<file path="config.mk">
export PLATFORM = sky130hd
export DESIGN_NAME = branch_resolve_queue
export DESIGN_NICKNAME = d
export VERILOG_FILES = /design/src/rtl/branch_resolve_queue.sv
export SDC_FILE = /design/constraint.sdc
export NUM_CORES = 1
export LEC_CHECK = 0
export ABC_AREA = 1
export CAP_MARGIN = 5
export CORE_ASPECT_RATIO = 0.75
export CORE_MARGIN = 5
export CORE_UTILIZATION = 40
export CTS_BUF_LIST = sky130_fd_sc_hd__clkbuf_2 sky130_fd_sc_hd__clkbuf_4 sky130_fd_sc_hd__clkbuf_8
export DETAILED_ROUTE_END_ITERATION = 8
export PLACE_DENSITY = 0.69
export SYNTH_ARGS = -nofsm -noshare
export SYNTH_HDL_FRONTEND = slang
export SYNTH_SLANG_ARGS = --single-unit
</file>
<file path="constraint.sdc">
create_clock -name clk_i -period 8.8 [get_ports clk_i]
set_clock_uncertainty 0.2 [all_clocks]
set_input_delay 1.32 -clock clk_i [delete_from_list [all_inputs] [get_ports clk_i]]
set_output_delay 1.32 -clock clk_i [all_outputs]
set_load 0.005 [all_outputs]
</file>
<file path="src/rtl/branch_resolve_queue.sv">
// Branch resolution queue: resolves up to NrChannels branches per cycle, checks target
// alignment and PCC bounds, and presents results in program order at the head.
module branch_resolve_queue #(
   parameter int unsigned VLEN         = 39,
   parameter int unsigned NrChannels   = 2,
   parameter int unsigned Depth        = 4,
   parameter int unsigned RVC          = 1,
   parameter int unsigned CheriPresent = 0
) (
   input  logic                                clk_i,
   input  logic                                rst_i,
   input  logic                                flush_i,
   input  logic [NrChannels-1:0]               in_valid_i,
   output logic                                in_ready_o,
   input  logic [NrChannels-1:0][VLEN-1:0]     in_pc_i,
   input  logic [NrChannels-1:0][VLEN-1:0]     in_target_i,
   input  logic [NrChannels-1:0]               in_compressed_i,
   input  logic [NrChannels-1:0]               in_taken_i,
   input  logic [NrChannels-1:0]               in_pred_taken_i,
   input  logic [NrChannels-1:0][VLEN-1:0]     in_pred_target_i,
   input  logic [NrChannels-1:0][VLEN-1:0]     in_base_i,
   input  logic [NrChannels-1:0][VLEN:0]       in_top_i,
   output logic                                out_valid_o,
   input  logic                                out_ready_i,
   output logic [VLEN-1:0]                     out_pc_o,
   output logic [VLEN-1:0]                     out_target_o,
   output logic                                out_mispredict_o,
   output logic [1:0]                          out_exc_o,
   output logic [$clog2(Depth):0]              count_o
);

   localparam int unsigned AW = $clog2(Depth);

   typedef logic [AW-1:0] ptr_t;
   typedef logic [AW:0]   cnt_t;
   typedef logic [VLEN-1:0] vaddr_t;
   typedef logic [VLEN:0]   ext_t;

   localparam cnt_t MAX_FILL = cnt_t'(Depth - NrChannels);

   logic [NrChannels-1:0][VLEN-1:0] res_target_s;
   logic [NrChannels-1:0]           res_mis_s;
   logic [NrChannels-1:0][1:0]      res_exc_s;
   ptr_t                            slot_s [NrChannels];
   cnt_t                            valid_cnt_s;
   cnt_t                            npush_s;
   logic                            accept_s;
   logic                            pop_s;
   logic                            squash_s;

   ptr_t rd_ptr_q, rd_ptr_d;
   ptr_t wr_ptr_q, wr_ptr_d;
   cnt_t count_q,  count_d;

   vaddr_t     pc_mem_q  [Depth];
   vaddr_t     tgt_mem_q [Depth];
   logic       mis_mem_q [Depth];
   logic [1:0] exc_mem_q [Depth];

   // Per-channel resolution: next PC, mispredict and exception class
   always_comb begin
      res_target_s = '0;
      res_mis_s    = '0;
      res_exc_s    = '0;
      for (int c = 0; c < NrChannels; c++) begin
         logic misal_v;
         logic lenv_v;
         ext_t tgt_ext_v;
         tgt_ext_v = {1'b0, in_target_i[c]};
         misal_v = in_taken_i[c] &
                   (in_target_i[c][0] | ((RVC == 32'd0) & in_target_i[c][1]));
         lenv_v  = (CheriPresent != 32'd0) & in_taken_i[c] &
                   ((tgt_ext_v < {1'b0, in_base_i[c]}) |
                    ((tgt_ext_v + ext_t'(2)) > in_top_i[c]));
         if (in_taken_i[c]) begin
            res_target_s[c] = in_target_i[c];
         end else begin
            res_target_s[c] = in_pc_i[c] + (in_compressed_i[c] ? vaddr_t'(2) : vaddr_t'(4));
         end
         res_mis_s[c] = (in_taken_i[c] != in_pred_taken_i[c]) |
                        (in_taken_i[c] & (in_target_i[c] != in_pred_target_i[c]));
         if (lenv_v) begin
            res_exc_s[c] = 2'd2;
         end else if (misal_v) begin
            res_exc_s[c] = 2'd1;
         end else begin
            res_exc_s[c] = 2'd0;
         end
      end
   end

   assign in_ready_o  = (count_q <= MAX_FILL);
   assign out_valid_o = (count_q != cnt_t'(0));
   assign accept_s    = in_ready_o & ~flush_i;
   assign pop_s       = out_valid_o & out_ready_i;
   assign squash_s    = pop_s & (mis_mem_q[rd_ptr_q] | (exc_mem_q[rd_ptr_q] != 2'd0));

   // Compacting slot assignment: only valid channels take consecutive slots
   always_comb begin
      valid_cnt_s = '0;
      for (int c = 0; c < NrChannels; c++) begin
         slot_s[c]   = wr_ptr_q + ptr_t'(valid_cnt_s);
         valid_cnt_s = valid_cnt_s + cnt_t'(in_valid_i[c]);
      end
      if (accept_s) begin
         npush_s = valid_cnt_s;
      end else begin
         npush_s = '0;
      end
   end

   // Pointer and occupancy next state; flush and squash empty the queue
   always_comb begin
      rd_ptr_d = rd_ptr_q;
      wr_ptr_d = wr_ptr_q;
      count_d  = count_q;
      if (flush_i | squash_s) begin
         rd_ptr_d = '0;
         wr_ptr_d = '0;
         count_d  = '0;
      end else begin
         rd_ptr_d = rd_ptr_q + ptr_t'(pop_s);
         wr_ptr_d = wr_ptr_q + ptr_t'(npush_s);
         count_d  = count_q + npush_s - cnt_t'(pop_s);
      end
   end

   // Control state register
   always_ff @(posedge clk_i) begin
      if (rst_i) begin
         rd_ptr_q <= '0;
         wr_ptr_q <= '0;
         count_q  <= '0;
      end else begin
         rd_ptr_q <= rd_ptr_d;
         wr_ptr_q <= wr_ptr_d;
         count_q  <= count_d;
      end
   end

   // Entry storage; writes on squash are harmless since pointers are cleared
   always_ff @(posedge clk_i) begin
      for (int c = 0; c < NrChannels; c++) begin
         if (accept_s & in_valid_i[c]) begin
            pc_mem_q[slot_s[c]]  <= in_pc_i[c];
            tgt_mem_q[slot_s[c]] <= res_target_s[c];
            mis_mem_q[slot_s[c]] <= res_mis_s[c];
            exc_mem_q[slot_s[c]] <= res_exc_s[c];
         end
      end
   end

   assign out_pc_o         = pc_mem_q[rd_ptr_q];
   assign out_target_o     = tgt_mem_q[rd_ptr_q];
   assign out_mispredict_o = mis_mem_q[rd_ptr_q];
   assign out_exc_o        = exc_mem_q[rd_ptr_q];
   assign count_o          = count_q;

endmodule

</file>
==> flow_summary.yaml <==
status:
  status: "complete, no violations"
sta:
  rsz0062_at_grt: "false"
  fmax_mhz: 189
  setup_tns_ps: 0
  period_minus_slack_ps: 5290
  relSlewSlack_pct: 22.9
  finalSetupViolCount: 0
  hold_viol: 0
  slew_violations: 0
  worstMarginPinSlew_ps: 1160
  min_period_over_period_pct: 60.1
power:
  p_leak_nw: 9.62
  switching_share_pct: 29.5
  vdd_drop_max_uv: 88.8
  clkPwrFrac_pct: 34.3
  intPower_mw: 2.96
  power.density_nw_per_um2: 165
  p_comb_share_pct: 21.6
  p_sw_mw: 1.24
  finalPower_mw: 4.20
  power.share.sequential_pct: 44.1
route:
  route.layer.met1.wl_mm: 34.5
  wire_per_inst_um: 23.3
  drtIter0Drc: 2996
  vias: 20776
  met2_length_mm: 37.8
  ant_nets: 0
  vias_per_cell: 5.67
  routed.top_layer: "met5"
  dr.pass1.iters: 6
  drc_errors: 0
  drt-total-wl_mm: 85.5
  wl_met3_mm: 10.5
finish:
  drive_gt1_share_pct: 7.40
  fin_nets: 3334
  fin_cells: 3663
  syn_to_final_growth_pct: 22.7
  fillCellCount: 4917
global_routing:
  gr-total-overflow: 0
  antenna_found_initial: 2
  grt_pass1_wl_mm: 125
  grt_usage_pct: 29.0
  grt_pass1_vias: 19621
  grt_max_degree: 93
worst_setup_path:
  startpoint_type: "primary input"
  cp-end-kind: "register"
  worst-r2r-setup-slack_ps: 4180
  cp_slowest_stage_delay_ps: 900
  r2r_cells: 9
  r2r_end: "tgt_mem_q[3][8]$_DFFE_PP_"
  reg2reg_from: "wr_ptr_q[0]$_SDFF_PP0_"
  crit_slowest_cell: "inv_2"
  crit_type: "primary input to register"
  crit_buf_inv: 5
  crit_fanout: 54
  cpLargestDelayFamily: "buffers and inverters"
  path_cells: "clkdlybuf4s50_1, ha_1, or2_1, nand2_2, inv_2, nand4_2, buf_4, inv_2, buf_4, o21ai_0"
  required_ps: 8980
  critPathArrivalTime_ps: 5470
  crit_start: "in_valid_i[0]"
floorplanning:
  std_cell_rows: 72
  ios: 490
  die_area_um2: 56500
  die_w_um: 273
  initial_core_util_pct: 40.3
  fp.dieH_um: 207
  core_area_um2: 51400
synthesis:
  yosys_warnings: 0
  syn-num-nets: 3088
  ys_types: 49
  synth_compound_area_share_pct: 13.4
  synth_edf_count: 320
  synth_top_family_by_area: "simple AND/OR/NAND/NOR gates"
  ys.flop_type: "edfxtp_1"
  netlist_area_um2: 20700
  synth_adder_area_share_pct: 0.953
  synth_seq_area_share_pct: 47.0
  synth-xor-area-share_pct: 2.20
  synth.ff_latch_count: 327
  async_reset_ff_share_pct: 0
  synth_cells: 2670
  synthMuxAreaShare_pct: 0.0483
  yosys.area_share.simple_pct: 29.1
  postSynthAreaPerCell_um2: 7.77
place:
  gp_congestion: 0.992
  placed_cells: 3562
  port_buffers: 330
  post-dp-hpwl_mm: 61.0
clock_network:
  path_clk_slew_ps: 60
  h-tree-depth: 2
  cts_tree: "yes"
  cts_made_buffers: 55
  clk_latency_ps: 670
  cts_buffer_depth: 3
  postCtsSetupRepairBufs: 0
  cts_resized: 0
  cts_sinks: 327
  holdBufCountCts: 0
  clockRootBuffer: "clkbuf_8"
hold_path:
  hold_end: "count_o[0]$_SDFF_PP0_"
  hold_class: "register to register"
  hp-start: "count_o[0]$_SDFF_PP0_"
  worst_hold_path.num_cells: 3
run:
  cap_viol_max_count: 0
==> kinds of logic (layout without fill, tap and decap cells) <==
| group | after synthesis | after routing |
|---|---|---|
| AOI/OAI and AO/OA | 527 | 527 |
| xor gates and xnor gates | 52 | 52 |
| adders and majority gates | 14 | 14 |
| buffers and inverters | 336 | 625 |
| DFF | 327 | 327 |
| muxes | 1 | 1 |
| other | 1 | 2 |
| and+or+nand+nor | 1412 | 1412 |
==> final cells by class <==
class,count,area (µm²),area share [%]
timing repair buffer,358,3510,13.8
clock inverter,28,234,0.920
clock buffer,72,885,3.48
sequential,327,9750,38.3
inverter,167,633,2.49
antenna,1,2.50,0.00984
tap,703,880,3.46
multi-input combinational,2007,9540,37.5
==> how the worst max path moves through the flow <==
stage                     cells past startpoint                         end  slack [ps]
final                                        10   tgt_mem_q[3][8]$_DFFE_PP_        3510
after global routing                         10  tgt_mem_q[3][15]$_DFFE_PP_        3260
after CTS                                    10   tgt_mem_q[3][8]$_DFFE_PP_        3630
after detailed placement                     10   tgt_mem_q[3][8]$_DFFE_PP_        2930
after global placement                       10   tgt_mem_q[3][7]$_DFFE_PP_        3020
after floorplan                               5      exc_mem_q[2]$_DFFE_PP_         450
==> cell usage in the layout, fill, tap and decap left out, drive strengths merged, types with 2 or more instances in the layout <==
| cell type | n |
|---|---|
| clkbuf | 72 |
| o31ai | 2 |
| xor2 | 18 |
| a22oi | 4 |
| o22ai | 82 |
| a21oi | 19 |
| nor3 | 4 |
| or2 | 41 |
| bufinv | 4 |
| fa | 3 |
| dfxtp | 7 |
| nor2 | 346 |
| xnor2 | 34 |
| nand3 | 255 |
| nand4 | 28 |
| o21ai | 417 |
| clkdlybuf4s50 | 329 |
| nand2 | 734 |
| clkinv | 23 |
| edfxtp | 320 |
| buf | 29 |
| nand3b | 2 |
| clkinvlp | 2 |
| inv | 166 |
| ha | 11 |
==> metrics by stage <==
stage | hold WS, ps | util, % | worst slack [ps] | area (µm²)
after CTS | 516 | 49.4 | 3630 | 25400
after detailed placement | 502 | 47.3 | 2930 | 24300
final | 509 | 49.5 | 3510 | 25400
after global routing | 558 | 49.4 | 3260 | 25400
after global placement | 481 | 47.3 | 3020 | 24300
after floorplan | 363 | - | 454 | 20700
==> synthesized netlist by cell type (13+ instances only) <==
library cell  instances  area (µm²)
edfxtp_1            320        9610
nor2_1              321        1200
inv_1               157         589
xor2_1               18         158
clkbuf_1             70         263
o21ai_0             398        1990
nand4_1              24         150
buf_2                68         340
o22ai_1              81         507
nand2_2              13        81.3
or2_2                31         194
nand2_1             719        2700
xnor2_1              34         298
a21oi_1              17        85.1
nand3_1             249        1250
o21ai_1              16        80.1
nor2_2               14        87.6
==> power groups by stage <==
stage                     clock network [mW]  registers, mW  logic, mW
after floorplan                            0           1.90      0.430
after global placement                     0           1.88      0.876
after detailed placement                   0           1.88      0.893
after CTS                               1.44           1.85      0.896
after global routing                    1.52           1.86      0.972
final                                   1.44           1.85      0.906
==> metal layers <==
layer	global-route usage, %	up-vias
met5	0	-
met4	8.60	2
met3	6.52	174
met2	44.9	1371
met1	41.1	9723
li1	-	9506
==> worst register-to-register path, cell delays in order (launching register included) <==
cell	delay, ps
dfxtp_1	500
ha_1	230
or2_1	120
nand2_2	80
inv_2	80
nand4_2	690
buf_4	600
inv_2	920
buf_4	680
o21ai_0	230
==> flip-flops by register name, indices dropped and copies added (netlist names) <==
| register | flops |
|---|---|
| tgt_mem_q | 156 |
| mis_mem_q | 4 |
| rd_ptr_q | 2 |
| pc_mem_q | 156 |
| exc_mem_q | 4 |
| wr_ptr_q | 2 |
| count_o | 3 |
No activity file was read; power rests on OpenSTA's default activity.
